$ cat config.mk
export PLATFORM = sky130hd
export DESIGN_NAME = gray_to_binary_dec
export DESIGN_NICKNAME = d
export VERILOG_FILES = /design/src/rtl/gray_to_binary_dec.sv
export SDC_FILE = /design/constraint.sdc
export NUM_CORES = 1
export LEC_CHECK = 0
export CAP_MARGIN = 20
export CORE_MARGIN = 4
export CORE_UTILIZATION = 50
export DETAILED_ROUTE_END_ITERATION = 6
export GPL_ROUTABILITY_DRIVEN = 0
export PLACE_DENSITY = 0.82
export SKIP_CTS_REPAIR_TIMING = 1
export SLEW_MARGIN = 15
export SYNTH_ARGS = -nofsm -noshare
export SYNTH_HDL_FRONTEND = slang
export SYNTH_SLANG_ARGS = --single-unit
$ cat constraint.sdc
create_clock -name clk -period 2.8 [get_ports clk]
set_input_delay 0.42 -clock clk [delete_from_list [all_inputs] [get_ports clk]]
set_output_delay 0.42 -clock clk [all_outputs]
set_load 0.01 [all_outputs]
$ cat src/rtl/gray_to_binary_dec.sv
// Gray-to-binary decoder with a valid/ready skid-free output register and a
// single-bit-step checker that keeps a saturating count of violations.
module gray_to_binary_dec #(
  parameter int WIDTH = 4,
  parameter int CNT_W = 8
) (
  input  logic             clk,
  input  logic             rst_n,
  input  logic             in_valid,
  output logic             in_ready,
  input  logic [WIDTH-1:0] g,
  output logic             out_valid,
  input  logic             out_ready,
  output logic [WIDTH-1:0] b,
  output logic             step_err,
  output logic [CNT_W-1:0] err_cnt
);

  localparam logic [WIDTH-1:0] ONE_W   = WIDTH'(1);
  localparam logic [CNT_W-1:0] ONE_CNT = CNT_W'(1);

  logic [WIDTH-1:0] prev_g;
  logic             first;
  logic [WIDTH-1:0] dec;
  logic [WIDTH-1:0] diff;
  logic             one_bit_step;
  logic             err_now;
  logic             accept;
  logic             acc;

  // Running XOR from the MSB down yields the binary value bit by bit.
  always_comb begin
    dec = '0;
    acc = 1'b0;
    for (int i = WIDTH - 1; i >= 0; i--) begin
      acc    = acc ^ g[i];
      dec[i] = acc;
    end
  end

  // Exactly one differing bit <=> diff is a nonzero power of two.
  always_comb begin
    diff         = g ^ prev_g;
    one_bit_step = (diff != '0) && ((diff & (diff - ONE_W)) == '0);
    err_now      = !first && !one_bit_step;
  end

  assign in_ready = !out_valid || out_ready;
  assign accept   = in_valid && in_ready;

  always_ff @(posedge clk or negedge rst_n) begin
    if (!rst_n) begin
      out_valid <= 1'b0;
      b         <= '0;
      step_err  <= 1'b0;
      err_cnt   <= '0;
      prev_g    <= '0;
      first     <= 1'b1;
    end else if (accept) begin
      out_valid <= 1'b1;
      b         <= dec;
      step_err  <= err_now;
      prev_g    <= g;
      first     <= 1'b0;
      if (err_now && (err_cnt != '1)) begin
        err_cnt <= err_cnt + ONE_CNT;
      end
    end else if (out_ready) begin
      out_valid <= 1'b0;
    end
  end

endmodule

== Word-level counts from Yosys, hierarchy flattened ==
Cells that the tools add are included.

* Add/subtract/negate cells: 2
* Multipliers: 0
* Div/mod/pow operators: 0
* Magnitude comparators: 0
* Equal/unequal tests: 1
* Shift-type cells: 0
* Multiplexer cells: 2
* Bitwise gates (word level): 5
* Reduce and logical (&&, ||, !) cells: 12

{| class="wikitable"
|+ Operators by type and width
! kind !! count
|-
| 8-bit by 1-bit adder with 8-bit output (second input constant) || 1
|-
| 8-bit != test (second input constant) || 1
|-
| 4-bit bitwise AND || 1
|-
| 1-bit logical AND || 4
|-
| 4-bit zero test || 1
|-
| 4-bit nonzero test || 1
|-
| 4-bit by 1-bit subtractor with 4-bit output (second input constant) || 1
|-
| 4-bit XOR || 1
|-
| 1-bit zero test || 3
|-
| 1-bit XOR || 3
|-
| 1-bit 2-to-1 mux || 2
|-
| 2-bit AND reduction || 1
|-
| 2-bit nonzero test || 1
|-
| 1-bit logical OR || 1
|}

* Flip-flop bits (word level): 19
* Bits in latches: 0
* RAM bits: 0
* Memory bits (read-only): 0
* Input bits: 8
* Output and inout port bits: 15
* Memories kept: 0

== Depth between registers and ports, before layout ==
* Word-level depth: 9
* Depth in mapped cells: 5
* Depth with buffers taken out: 5

== Least setup slack after synthesis ==
No wires, ideal clock.

* Path kind: input to register
* Start: input port out_ready
* End: register err_cnt[1]
* Library setup time: 125 ps
* Arrival time: 1497 ps
* Slack: 1178 ps
* Cell stages on the path: 5
* Path buffers: 0
* Path through: nand2b_1 > nor3b_1 > nand2_1 > nor2_2 > mux2_4

* Longest elaborated chain between the ends: 3

{| class="wikitable"
|+ RTL lines
! what !! line !! text
|-
| start: declaration || 13 || <nowiki>input logic out_ready,</nowiki>
|-
| 1-bit logical OR || 48 || <nowiki>assign in_ready = !out_valid || out_ready;</nowiki>
|-
| 1-bit logical AND || 49 || <nowiki>assign accept = in_valid && in_ready;</nowiki>
|-
| 2-bit AND reduction (no source line) || n/a ||
|-
| end signal: assignment || 66 || <nowiki>err_cnt <= err_cnt + ONE_CNT;</nowiki>
|-
| end: declaration || 16 || <nowiki>output logic [CNT_W-1:0] err_cnt</nowiki>
|}

Every way passes these cells.
A chain may end at the register's enable or synchronous reset.

== Worst setup path after layout ==
* Start: input port out_ready
* End: output port in_ready

* Longest elaborated chain between the ends: 1

{| class="wikitable"
|+ RTL lines
! what !! line !! text
|-
| 1-bit logical OR || 48 ||
|-
| end: declaration || 10 || <nowiki>output logic in_ready,</nowiki>
|}

Every way passes these cells.

==> flow_metrics.py <==
metrics = {
    "status": {
        "status": "completed",
    },
    "synthesis": {
        "synth-seq-area-share": 0.522,
        "post_synth.cell_area_avg_sq_um": 11.4,
        "synth.net_count": 85,
        "synthDistinctLibCells": 26,
        "netlist_area_sq_um": 866,
        "syn_inst": 76,
        "yosys_warnings": 0,
        "synth_seq_cells": 18,
    },
    "final_layout": {
        "antenna_cells": 0,
        "area_delta_synth_final_pct": 30.6,
        "fillCellCount": 121,
        "post-route-util": 0.717,
        "layout.cells.most_common_list": "clkdlybuf4s50_1 (22), dfrtp_1 (17), nand2_1 (10)",
        "drive_above_1_share": 0.130,
        "layout.nets": 110,
        "mostFrequentLayoutCell": "clkdlybuf4s50_1",
    },
    "sta": {
        "slew_headroom": 0.464,
        "fmax_mhz": 502,
        "finalHoldViolCount": 0,
        "grt_setup_unrepaired": "false",
        "min_period_over_period": 0.711,
        "skew_ns": 0.0103,
        "slew_viol_final": 0,
        "setup_viol": 0,
        "post-route-min-period_ns": 1.99,
        "tns_ns": 0,
        "tightest_slew_ns": 0.802,
    },
    "critical_path": {
        "cp-startpoint": "out_ready",
        "crit_top_cell": "clkdlybuf4s50_1",
        "r2r_start": "prev_g[1]",
        "critPathMaxStageDelay_ns": 0.55,
        "worstSetupPathType": "in2out",
        "crit_chain": "clkdlybuf4s50_1 -> nand2b_1 -> clkdlybuf4s50_1",
        "crit_slowest_cell": "clkdlybuf4s50_1",
        "crit_path_max_fanout": 4,
        "arrival_ns": 1.57,
        "startpoint_type": "input pin",
        "worstPathRequired_ns": 2.38,
        "cp-end-kind": "primary output",
    },
    "drt": {
        "wirelength_microns": 1710,
        "drt_iter0_drc": 7,
        "drc": 0,
        "top_layer": "met4",
        "ant_nets": 0,
        "first_pass_iters": 4,
        "routed_via_density": 5.47,
        "via_count": 635,
        "wl_per_cell_microns": 14.8,
        "route.met3.wl_microns": 86,
        "routed-wl-met2_microns": 788,
        "met1Wirelength_microns": 797,
    },
    "clock_tree": {
        "cts.reportedPaths.clkPinSlew_ns": 0.11,
        "cts_made_buffers": 3,
        "clk_latency_ns": 0.31,
        "cts_tree": "done",
        "htreeDepth": 1,
        "cts.sinks": 18,
        "clock_path_buffers": 2,
        "root_buffer": "clkbuf_4",
    },
    "global_route": {
        "grtUsageTotal": 0.164,
        "grt_pass1_wl_microns": 3090,
        "grt_pass1_vias": 676,
        "antenna_found_initial": 0,
        "overflow": 0,
        "grt_max_degree": 19,
    },
    "die": {
        "coreArea_sq_um": 1580,
        "io_pins": 23,
        "dieHeight_microns": 49.6,
        "fp-row-count": 14,
        "die_x_microns": 49.6,
        "die_area_sq_um": 2460,
        "initial_core_util": 0.549,
    },
    "placed_design": {
        "numPortBuffers": 22,
        "place_hpwl_microns": 1290,
    },
    "hold_path": {
        "hp-start": "b[0]",
        "hold_path.class": "reg2reg",
    },
    "power": {
        "p_int_mw": 0.589,
        "p_clk_frac": 0.187,
        "power.density_nw_per_um2": 780,
        "p_seq_frac": 0.444,
        "swShare": 0.332,
        "p_leak_nw": 0.492,
        "p_switching_mw": 0.293,
        "peakVddDrop_mv": 0.441,
        "p_comb_frac": 0.369,
    },
    "flow_run": {
        "drv_cap": 0,
    },
}
[cell families after synthesis]
kind of cell,Yosys count,share of synthesized area
simple gates,27,0.165
xor+xnor,14,0.142
mux,6,0.0824
buf+inv,4,0.0217
fa+ha+maj,1,0.0144
compound gates,6,0.0535
flops,18,0.522
[path summary, 6_finish.rpt]
check,end,slack (ns),cells after the start
worst max-delay path,in_ready,0.81,3
worst min-delay path,b[0],0.49,2
worst max register to register,err_cnt[5],1.04,5
worst min register to register,b[0],0.49,2
max in group asynchronous,err_cnt[2],1.73,1
min in group asynchronous,prev_g[0],0.57,1
[registers in the layout, summed over array words and instances (netlist names)]
signal     flops
prev_g         3
b              4
err_cnt        8
first          1
out_valid      1
step_err       1
[cell type report]
class | instances | area, sq um | share of cell area
flip-flops and latches | 18 | 452 | 0.399
multi-input cells | 54 | 395 | 0.350
repair buffers | 22 | 220 | 0.195
clock buffers | 4 | 36.3 | 0.0321
well taps | 16 | 20.0 | 0.0177
inverters | 2 | 7.51 | 0.00664
[worst max-delay path: cells and delay by family]
kind                   cells  cell delay [ns]
buffers and inverters      2             1.00
AND/OR/NAND/NOR            1             0.15
[power by group through the flow]
stage               Sequential (mW)  Clock (mW)  Combinational (mW)
finish                        0.392       0.165               0.325
CTS                           0.393       0.164               0.330
detailed placement            0.398           0               0.327
floorplan                     0.414           0               0.145
global placement              0.393           0               0.318
global route                  0.406       0.177               0.355
[per-stage QoR]
| stage | instance area (sq um) | setup slack, ns | total power, mW | hold WS, ns | std cells |
|---|---|---|---|---|---|
| after global routing | 1130 | 0.749 | 0.939 | 0.518 | 116 |
| after detailed placement | 1090 | 0.563 | 0.725 | 0.470 | 112 |
| after floorplan | 866 | 1.18 | 0.558 | 0.124 | 76 |
| final | 1130 | 0.810 | 0.882 | 0.491 | 116 |
| after global placement | 1090 | 0.628 | 0.711 | 0.464 | 112 |
| after CTS | 1130 | 0.799 | 0.886 | 0.494 | 116 |
[Yosys cell counts]
library cell / number / area share
buf_4: 1 / 0.0087
xnor2_1: 6 / 0.061
xor2_1: 8 / 0.081
o31ai_1: 1 / 0.0087
o211ai_2: 1 / 0.014
nand4_1: 1 / 0.0072
nand2b_1: 1 / 0.0072
nor3b_1: 1 / 0.0087
dfstp_2: 1 / 0.030
nand4b_1: 2 / 0.020
nor3_1: 2 / 0.012
nor4_1: 2 / 0.014
o21ai_0: 3 / 0.017
o41a_1: 1 / 0.013
dfrtp_1: 17 / 0.49
nor2_1: 1 / 0.0043
mux2_2: 5 / 0.065
mux2_4: 1 / 0.017
nor2_2: 1 / 0.0072
nand2_1: 10 / 0.043
inv_1: 2 / 0.0087
nand3_1: 4 / 0.023
and2_1: 1 / 0.0072
ha_1: 1 / 0.014
and4_1: 1 / 0.010
clkbuf_1: 1 / 0.0043
[routing by layer]
layer | GRT usage | up-vias
met2 | 0.253 | 19
met3 | 0.0422 | 5
met4 | 0.0876 | 0
met1 | 0.209 | 300
li1 | - | 311
met5 | 0 | -
Note: power is estimated with default switching activity, not from simulation.
